### config.mk
export PLATFORM = sky130hd
export DESIGN_NAME = mode_timer
export DESIGN_NICKNAME = d
export VERILOG_FILES = /design/src/rtl/mode_pkg.sv /design/src/rtl/sec_prescaler.sv /design/src/rtl/mode_timer.sv
export SDC_FILE = /design/constraint.sdc
export NUM_CORES = 1
export LEC_CHECK = 0
export BUFFER_PORTS_ARGS = -buffer_cell sky130_fd_sc_hd__buf_2
export CORE_MARGIN = 2
export CORE_UTILIZATION = 59
export DETAILED_ROUTE_END_ITERATION = 16
export PLACE_DENSITY = 0.78
export SYNTH_ARGS = -nofsm -noshare
export SYNTH_HDL_FRONTEND = slang
export SYNTH_SLANG_ARGS = --single-unit
### constraint.sdc
create_clock -name clk -period 3.2 [get_ports clk]
set_clock_uncertainty 0.1 [all_clocks]
set_input_delay 0.48 -clock clk [delete_from_list [all_inputs] [get_ports clk]]
set_output_delay 0.48 -clock clk [all_outputs]
set_load 0.01 [all_outputs]
### src/rtl/mode_pkg.sv
// mode_pkg: state codes shared by the vending-machine mode FSM and mode_timer,
// the mode_timer phase enum, and decode helpers.
//   is_timed(code)    : 1 for the display states that end with a finish pulse
//   entry_phase(code) : phase entered when state_q takes on `code`
package mode_pkg;

  localparam logic [3:0] S_OFF         = 4'b0000;
  localparam logic [3:0] S_INQUIRE     = 4'b0001;
  localparam logic [3:0] S_ADD_AMOUNT  = 4'b0011;
  localparam logic [3:0] S_PAYMENT     = 4'b0010;
  localparam logic [3:0] S_SUCCESS     = 4'b0110;
  localparam logic [3:0] S_FAILURE     = 4'b0111;
  localparam logic [3:0] S_ADM1        = 4'b0101;
  localparam logic [3:0] S_ADM2        = 4'b0100;
  localparam logic [3:0] S_ADM3        = 4'b1100;
  localparam logic [3:0] S_ADM_INQUIRE = 4'b1101;
  localparam logic [3:0] S_ADM_ADD     = 4'b1111;
  localparam logic [3:0] S_RESET       = 4'b1110;
  localparam logic [3:0] S_SALE_AMOUNT = 4'b1010;
  localparam logic [3:0] S_SUC_ADM     = 4'b1011;
  localparam logic [3:0] S_WELCOME     = 4'b1001;
  localparam logic [3:0] S_OUT         = 4'b1000;

  typedef enum logic [1:0] {
    P_IDLE  = 2'd0,
    P_DWELL = 2'd1,
    P_DONE  = 2'd2,
    P_AUTO  = 2'd3
  } phase_t;

  function automatic logic is_timed(input logic [3:0] code);
    case (code)
      S_SUCCESS, S_FAILURE, S_RESET, S_SALE_AMOUNT,
      S_SUC_ADM, S_WELCOME, S_OUT: is_timed = 1'b1;
      default:                     is_timed = 1'b0;
    endcase
  endfunction

  function automatic phase_t entry_phase(input logic [3:0] code);
    if (is_timed(code))         entry_phase = P_DWELL;
    else if (code == S_INQUIRE) entry_phase = P_AUTO;
    else                        entry_phase = P_IDLE;
  endfunction

endpackage

### src/rtl/sec_prescaler.sv
// sec_prescaler: divides clk down to a one-cycle sec_tick once per second.
//   clk      in  system clock
//   rst_n    in  synchronous active-high reset
//   clear    in  forces the count back to 0 (window restart)
//   sec_tick out 1-cycle pulse while the count sits at CLK_HZ-1
module sec_prescaler #(
  parameter int CLK_HZ = 100_000_000
) (
  input  logic clk,
  input  logic rst_n,
  input  logic clear,
  output logic sec_tick
);

  localparam int CNT_W = (CLK_HZ > 1) ? $clog2(CLK_HZ) : 1;
  localparam logic [CNT_W-1:0] CNT_LAST = CNT_W'(CLK_HZ - 1);

  logic [CNT_W-1:0] cnt_q, cnt_d;

  always_comb begin
    cnt_d = cnt_q;
    if (clear || (cnt_q == CNT_LAST)) cnt_d = '0;
    else                              cnt_d = cnt_q + 1'b1;
  end

  assign sec_tick = (cnt_q == CNT_LAST);

  always_ff @(posedge clk) begin
    if (rst_n) cnt_q <= '0;
    else       cnt_q <= cnt_d;
  end

endmodule

### src/rtl/mode_timer.sv
// mode_timer: timing/selection companion of the vending-machine mode FSM.
// Registers the FSM state code, pulses `finish` DWELL_S seconds after entry
// into a timed display state, and owns the selected product index.
//   clk          in   system clock
//   rst_n        in   synchronous active-high reset
//   state        in   mode FSM state code (mode_pkg S_*)
//   switch_plus  in   debounced next-item level
//   switch_minus in   debounced previous-item level
//   finish       out  one-cycle pulse ending a timed state
//   item_idx     out  selected product
//   remain_s     out  seconds left in the running window, else 0
// Build option: define MODE_TIMER_AUTOSCROLL_EN to make INQUIRE advance the
// index every INQUIRE_S seconds; otherwise INQUIRE only follows the switches.
module mode_timer
  import mode_pkg::*;
#(
  parameter int CLK_HZ    = 100_000_000,
  parameter int DWELL_S   = 3,
  parameter int INQUIRE_S = 5,
  parameter int N_ITEMS   = 8,
  localparam int IDX_W    = $clog2(N_ITEMS)
) (
  input  logic             clk,
  input  logic             rst_n,
  input  logic [3:0]       state,
  input  logic             switch_plus,
  input  logic             switch_minus,
  output logic             finish,
  output logic [IDX_W-1:0] item_idx,
  output logic [5:0]       remain_s
);

`ifdef MODE_TIMER_AUTOSCROLL_EN
  localparam logic AUTO_EN = 1'b1;
`else
  localparam logic AUTO_EN = 1'b0;
`endif

  localparam logic [5:0]       DWELL_LEN  = 6'(DWELL_S);
  localparam logic [5:0]       DWELL_LAST = 6'(DWELL_S - 1);
  localparam logic [5:0]       INQ_LEN    = 6'(INQUIRE_S);
  localparam logic [5:0]       INQ_LAST   = 6'(INQUIRE_S - 1);
  localparam logic [IDX_W-1:0] IDX_LAST   = IDX_W'(N_ITEMS - 1);

  logic [3:0]       state_q;
  phase_t           phase_q, phase_d;
  logic [5:0]       sec_q, sec_d;
  logic [IDX_W-1:0] idx_q, idx_d;
  logic             plus_prev_q, minus_prev_q;
  logic             plus_edge_q, plus_edge_d;
  logic             minus_edge_q, minus_edge_d;
  logic             finish_q, finish_d;
  logic [5:0]       remain_q, remain_d;

  logic change, manual, advance, pre_clear, sec_tick;

  sec_prescaler #(.CLK_HZ(CLK_HZ)) u_prescaler (
    .clk      (clk),
    .rst_n    (rst_n),
    .clear    (pre_clear),
    .sec_tick (sec_tick)
  );

  always_comb begin
    change       = (state != state_q);
    // Switch edges are only honoured while browsing in INQUIRE.
    manual       = (phase_q == P_AUTO) && (plus_edge_q || minus_edge_q);
    advance      = 1'b0;
    phase_d      = phase_q;
    sec_d        = sec_q;
    idx_d        = idx_q;
    finish_d     = 1'b0;
    remain_d     = '0;
    plus_edge_d  = switch_plus  & ~plus_prev_q;
    minus_edge_d = switch_minus & ~minus_prev_q;

    // The prescaler only runs while a window is open; restarts realign it.
    pre_clear = change || manual ||
                !((phase_q == P_DWELL) || (AUTO_EN && (phase_q == P_AUTO)));

    // A state change overrides everything else, including a final tick.
    if (change) begin
      phase_d = entry_phase(state);
      sec_d   = '0;
    end else begin
      case (phase_q)
        P_DWELL: begin
          if (sec_tick) begin
            if (sec_q == DWELL_LAST) begin
              finish_d = 1'b1;
              phase_d  = P_DONE;
              sec_d    = '0;
            end else begin
              sec_d = sec_q + 6'd1;
            end
          end
        end
        P_AUTO: begin
          if (manual) begin
            sec_d = '0;
          end else if (AUTO_EN && sec_tick) begin
            if (sec_q == INQ_LAST) begin
              advance = 1'b1;
              sec_d   = '0;
            end else begin
              sec_d = sec_q + 6'd1;
            end
          end
        end
        default: sec_d = '0;
      endcase
    end

    // Manual step beats auto-advance; simultaneous plus+minus cancel out.
    if (state_q == S_OFF) begin
      idx_d = '0;
    end else if (manual) begin
      if (plus_edge_q && !minus_edge_q)
        idx_d = (idx_q == IDX_LAST) ? '0 : idx_q + 1'b1;
      else if (minus_edge_q && !plus_edge_q)
        idx_d = (idx_q == '0) ? IDX_LAST : idx_q - 1'b1;
    end else if (advance) begin
      idx_d = (idx_q == IDX_LAST) ? '0 : idx_q + 1'b1;
    end

    case (phase_d)
      P_DWELL: remain_d = DWELL_LEN - sec_d;
      P_AUTO:  remain_d = AUTO_EN ? (INQ_LEN - sec_d) : 6'd0;
      default: remain_d = '0;
    endcase
  end

  always_ff @(posedge clk) begin
    if (rst_n) begin
      state_q      <= S_OFF;
      phase_q      <= P_IDLE;
      sec_q        <= '0;
      idx_q        <= '0;
      plus_prev_q  <= 1'b0;
      minus_prev_q <= 1'b0;
      plus_edge_q  <= 1'b0;
      minus_edge_q <= 1'b0;
      finish_q     <= 1'b0;
      remain_q     <= '0;
    end else begin
      state_q      <= state;
      phase_q      <= phase_d;
      sec_q        <= sec_d;
      idx_q        <= idx_d;
      plus_prev_q  <= switch_plus;
      minus_prev_q <= switch_minus;
      plus_edge_q  <= plus_edge_d;
      minus_edge_q <= minus_edge_d;
      finish_q     <= finish_d;
      remain_q     <= remain_d;
    end
  end

  assign finish   = finish_q;
  assign item_idx = idx_q;
  assign remain_s = remain_q;

endmodule

==> results of run 1 <==
[power by group]
group,switching (mW),leakage (nW),total (mW),internal (mW)
clock network,0.199,0.0540,0.427,0.227
logic,0.0343,0.507,0.0560,0.0217
registers,0.00539,0.430,0.674,0.668
total,0.239,0.991,1.16,0.917
[final cells by class]
type / count / share of cell area, %
Tap cell: 50 / 2.25
Inverter: 13 / 1.75
Timing Repair Buffer: 18 / 3.33
Sequential cell: 53 / 38.1
Clock inverter: 2 / 1.26
Clock buffer: 5 / 2.47
Multi-Input combinational cell: 217 / 50.8
[through the flow]
stage / hold WS, ns / util (%) / setup slack [ns] / power [mW]
6_report: 0.287 / 68.1 / 0.689 / 1.16
5_1_grt: 0.294 / 68.1 / 0.479 / 1.21
2_1_floorplan: 0.267 / - / 0.886 / 0.726
3_3_place_gp: 0.270 / 65.6 / 0.758 / 0.743
3_5_place_dp: 0.277 / 65.6 / 0.699 / 0.745
4_1_cts: 0.290 / 68.1 / 0.678 / 1.17
[critical path: stages (launching register included)]
cell and delay, ns:
dfxtp_1 0.37, ha_1 0.19, nand3_1 0.20, or2_1 0.35
or4_1 0.56, nand3_1 0.12, nand2_1 0.07, ha_1 0.21
xor2_1 0.15, nor3_1 0.12
[registers in the layout, indices dropped and copies added, names as in the netlist]
name,count
state_q,4
plus_prev_q,1
minus_edge_q,1
remain_s,6
plus_edge_q,1
sec_q,6
phase_q,2
u_prescaler.cnt_q,27
finish,1
minus_prev_q,1
item_idx,3
[Yosys cell counts (2+ instances only)]
| cell type | n | share of area, % |
|---|---|---|
| or3_1 | 6 | 1.5 |
| nor2_1 | 41 | 6.0 |
| a211oi_1 | 2 | 0.59 |
| or2_1 | 2 | 0.49 |
| nor4_1 | 5 | 1.2 |
| a31oi_1 | 2 | 0.49 |
| o21ai_0 | 4 | 0.79 |
| xnor2_1 | 8 | 2.7 |
| xor2_1 | 19 | 6.5 |
| nand4_1 | 10 | 2.5 |
| nand2b_1 | 5 | 1.2 |
| nor2b_1 | 11 | 2.7 |
| ha_1 | 10 | 4.9 |
| nor3_1 | 4 | 0.79 |
| dfxtp_1 | 53 | 42 |
| nand2_1 | 21 | 3.1 |
| and4_1 | 2 | 0.69 |
| and3_1 | 5 | 1.2 |
| and4_2 | 2 | 0.79 |
| a311oi_1 | 2 | 0.69 |
| and2_1 | 6 | 1.5 |
| or4_1 | 2 | 0.59 |
| buf_2 | 2 | 0.39 |
| a21oi_1 | 13 | 2.6 |
| clkbuf_1 | 4 | 0.59 |
| inv_1 | 13 | 1.9 |
| nand3_1 | 12 | 2.4 |
| o31a_1 | 2 | 0.69 |
[layer usage]
| metal | GRT usage (%) | wire (um) | part of all wire (%) | vias up |
|---|---|---|---|---|
| met2 | 31.8 | 2070 | 45 | 38 |
| met3 | 3.63 | 188 | 4.1 | 8 |
| met5 | 0 | 0 | 0 | - |
| met4 | 7.48 | 70 | 1.5 | 0 |
| li1 | - | - | - | 1044 |
| met1 | 28.5 | 2280 | 49 | 953 |
[worst paths after layout]
path / startpoint / endpoint / slack (ns) / depth (start not counted)
min: plus_prev_q / plus_edge_q / 0.29 / 1
max reg2reg: u_prescaler.cnt_q[0] / remain_s[4] / 0.69 / 9
max: u_prescaler.cnt_q[0] / remain_s[4] / 0.69 / 9
min reg2reg: plus_prev_q / plus_edge_q / 0.29 / 1
[cell families (layout without fill, tap and decap cells)]
kind of cell	count (synthesis)	count (layout)	share of synthesized area [%]
buf+inv	19	38	2.90
flops	53	53	41.6
fa+ha+maj	10	10	4.91
compound gates	33	33	8.94
mux	1	1	0.393
simple gates	146	146	32.0
xor+xnor	27	27	9.28
==> results.md, run 1 <==
- Final HPWL DP: 3430 um
- Number of remaining DRC errors: 0
- Syn_nets: 307
- Most frequent cells in the layout: dfxtp_1, nor2_1, nand2_1
- Worst ir drop on vdd: about 0.31 mV
- Total number of vias: 2043
- Synthesized cell area: 2550 um^2
- DRT Pass-1 Iters: 4
- Cell at the root of the clock tree: clkbuf_8
- Antenna Diode Count: 0
- Initial Utilization: 62.4%
- GP Congestion: around 0.87
- Number of gates given a new drive strength after cts: 0
- Setup TNS: 0 ns
- Avg Vias per Cell: 5.71
- Commonest non-fill, non-tap cell in the layout: dfxtp_1
- Ratio of total power to cell area: 416 nW/um^2
- CP Launch Type: register
- Arr. time, crit path: about 2.6 ns
- Clock tree from TritonCTS: yes
- Post-placement cell count: 351
- Remaining Overflow, GRT: 0
- Via count of the first global-routing pass: 1892
- Share of the clock period used by the worst path after layout: 78.5%
- Synth Instances: 289
- WP data required: between 3 and 4 ns
- Post-CTS setup-driven buffer insertion count: 0
- Area of the core: 4090 um^2
- Worst min path class: reg2reg
- Critical Path Sink Type: register
- Number of filler instances in the final layout: 342
- Clock H-tree levels: 2
- Top flip-flop cell by instance count after synthesis: dfxtp_1
- Clock insertion delay at the later pin of the skew report: 0.30 ns
- Synth unique cells: 49
- Antenna violations before repair: 0
- Floorplan die width: 69.7 um
- Starting DRC count in detailed routing: 169
- Layout net count: 326
- Status: finished clean
- Final hold violation count: 0
- Pins Over Slew Limit: 0
- Post-route insts no fill: 358
- Number of synthesized flops with an enable pin: 0
- Number of buffers added on ports: 17
- Max_cap viols: 0
- Worst slew margin: 54.4%
- Leakage power total: 0.991 nW
- Total CTS buffers: 5
- Number of hold-repair buffers added at the cts stage: 0
- Die ar.: approximately 5000 um^2
- Sequential cell area: 1060 um^2
- Number of synthesized register bits: 53
- Global-route wire length before repair: slightly above 8000 um
- Total wire length after detailed routing: 4600 um
- Maximum operating frequency: 398 MHz
- Pin count of the biggest net entering global routing: 28
- Cell area reported after detailed placement: about 2700 um^2
- Number of primary I/O pins: 18
- GRT Overall Usage: 20.5%
- Setup repair after global routing missed its margin: false
- Post-layout min period: 2.51 ns
- Maximum buffer depth of the clock tree: 2
- Antenna viol nets, final: 0
- Die height: 69.7 um
- Clk pin slew, worst setup/hold paths: 0.09 ns
- Share of cells above drive strength 1: a little under an eighth
- Post-Syn Area per Cell: around 8.8 um^2
- # rows: 23
- Number of synthesis warnings: 0
- Layout overhead on the synthesized area: 9.18%
- Multi-input logic area: 1410 um^2
- Summed area of non-filler cells in the final layout: 2780 um^2
- Worst-margin pin slew: 0.676 ns
- Number of setup violations in the final report: 0
- Class of the most critical setup path: reg2reg
- Max FO, Critical Path: 5
- Async set or reset register ratio after synthesis: 0%
- Average routed wire per standard cell: 12.8 um
- Number of sinks handled by clock tree synthesis: 53
- Portion of the post-synthesis area used by sequential elements: 41.6%
Power figures use the tool's default switching activity.
==> inputs of run 2 (changes only) <==
==> constraint.sdc (replaced) <==
create_clock -name clk -period 2.4 [get_ports clk]
set_clock_uncertainty 0.1 [all_clocks]
set_input_delay 0.36 -clock clk [delete_from_list [all_inputs] [get_ports clk]]
set_output_delay 0.36 -clock clk [all_outputs]
set_load 0.01 [all_outputs]
==> run 2 against run 1 <==
Against the previous run: core utilization up 3.9 points; combinational power rose by 44%; fmax is 9.2% higher; critical endpoint unchanged; largest power group unchanged; highest routed layer unchanged.
==> results.md, run 2 (synthesis gave the netlist of run 1 again) <==
- Status: finished clean
- Cell at the root of the clock tree: clkbuf_8
- DRT Pass-1 Iters: 4
- Worst min path class: in2reg
- Flip-flop count of the largest register after layout: 27
- Clock insertion delay at the later pin of the skew report: around 0.32 ns
- Clk pin slew, worst setup/hold paths: around 0.090 ns
- Leakage power total: 1.07 nW
- Die ar.: 4860 um^2
- GP Congestion: 0.888
- Starting DRC count in detailed routing: ~200
- Initial Utilization: 62.4%
- Number of buffers added on ports: 17
- Area of the core: 4090 um^2
- Setup repair after global routing missed its margin: false
- # rows: 23
- Avg Vias per Cell: about 5.7
- Floorplan die width: around 70 um
- Max FO, Critical Path: 5
- Number of remaining DRC errors: 0
- Power after layout: ~1.5 mW
- Total number of vias: 2137
- Total CTS buffers: 5
- Maximum buffer depth of the clock tree: 2
- Number of sinks handled by clock tree synthesis: 53
- Commonest non-fill, non-tap cell in the layout: dfxtp_1
- Cell Chain, Critical Path: ha_2, nand3_2, or2_4, or4_1, nand3_1, nand2_1, ha_1, xor2_1, nor3_1
- Class of the most critical setup path: reg2reg
- Total wire length after detailed routing: 5010 um
- Max_cap viols: 0
- Final HPWL DP: 3610 um
- Worst-margin pin slew: 0.667 ns
- Share of cells above drive strength 1: 19.1%
- WP data required: about 2.6 ns
- Layout net count: around 340
- Register ranked first by flip-flop count: u_prescaler.cnt_q
- Critical-path top delay cell: or4_1
- Ratio of total power to cell area: 503 nW/um^2
- Number of hold-repair buffers added at the cts stage: 0
- Arr. time, crit path: 2.45 ns
- Worst ir drop on vdd: between 0.4 and 0.5 mV
- Count of buffer and inverter cells on the critical path: 0
- Die height: 69.7 um
- Critical path's top delay family: simple AND/OR/NAND/NOR gates
- Clock tree from TritonCTS: yes
- Final hold violation count: 0
- Maximum operating frequency: ~430 MHz
- Worst slew margin: 55.0%
- Most frequent cells in the layout: dfxtp_1, nor2_1, nand2_1
- Critical Path Sink Type: register
- Antenna Diode Count: 0
- GRT Overall Usage: 21.5%
- Clock H-tree levels: 2
- Layout overhead on the synthesized area: 15.4%
- Post-layout min period: 2.30 ns
- Setup TNS: 0 ns
- Number of primary I/O pins: 18
- Antenna violations before repair: 0
- Number of setup violations in the final report: 0
- Global-route wire length before repair: 8530 um
- Worst path max stage delay: about 0.55 ns
- Pin count of the biggest net entering global routing: 17
- Average routed wire per standard cell: 13.4 um
- Via count of the first global-routing pass: around 1900
- Remaining Overflow, GRT: 0
- Share of the clock period used by the worst path after layout: 95.8%
- Pins Over Slew Limit: 0
- CP Launch Type: register
- Antenna viol nets, final: 0
## run 2: changes by cell type in the layout (fill, tap and decap cells not counted), moves of 2 or more
cell     delta
buf_4      +15
nand3_2     +2
nand3_1     -2
nor4_4      +2
dfxtp_2     +2
dfxtp_1     -2
## run 2: worst reg2reg max path: cells and delay by family, from the launching register on
kind | cells | cell delay (ns)
XOR/XNOR | 1 | 0.16
flip-flops | 1 | 0.35
adder cells (fa/ha/maj) | 2 | 0.38
AND/OR/NAND/NOR | 6 | 1.26
## run 2: path summary, 6_finish.rpt
check / from / endpoint / slack [ns] / cells after the start
hold / removal: switch_plus / plus_prev_q / 0.18 / 2
setup / recovery: u_prescaler.cnt_q[0] / remain_s[4] / 0.10 / 9
setup reg to reg: u_prescaler.cnt_q[0] / remain_s[4] / 0.10 / 9
hold reg to reg: plus_prev_q / plus_edge_q / 0.29 / 1
## run 2: per-layer routing
metal | vias to the layer above | part of all wire [%] | global-route usage (%)
met1 | 1003 | 49 | 30.0
li1 | 1072 | - | -
met2 | 53 | 44 | 32.8
met3 | 9 | 5.8 | 4.65
met4 | 0 | 1.5 | 8.12
met5 | - | 0 | 0
## run 2: final cells by class
cell class	count	area, um^2
Clock buffer	5	68.8
Sequential cell	53	1060
Inverter	13	48.8
Clock inverter	3	17.5
Multi-Input combinational cell	217	1480
Tap cell	50	62.6
Fill cell	318	1140
Timing Repair Buffer	33	205
## run 2: power breakdown
| part | internal (mW) | switching [mW] |
|---|---|---|
| clock | 0.202 | 0.299 |
| sequential | 0.891 | 0.00737 |
| combinational | 0.0338 | 0.0469 |
## run 2: what timing repair did
action / CTS / global route
setup buffers: 0 / 1
endpoints found under the setup margin: 0 / 4
gates resized for setup: 0 / 13
## run 2: per-stage QoR
stage               hold WS [ns]  setup slack, ns  cell area (um^2)  utilization [%]  std cells
floorplan                  0.267           0.0865              2550                -        289
global placement           0.270           0.0897              2780             68.1        365
detailed placement         0.273           0.0310              2780             68.1        365
CTS                        0.190           0.0252              2870             70.2        373
global route               0.197          0.00195              2940             72.0        374
finish                     0.184            0.100              2940             72.0        374
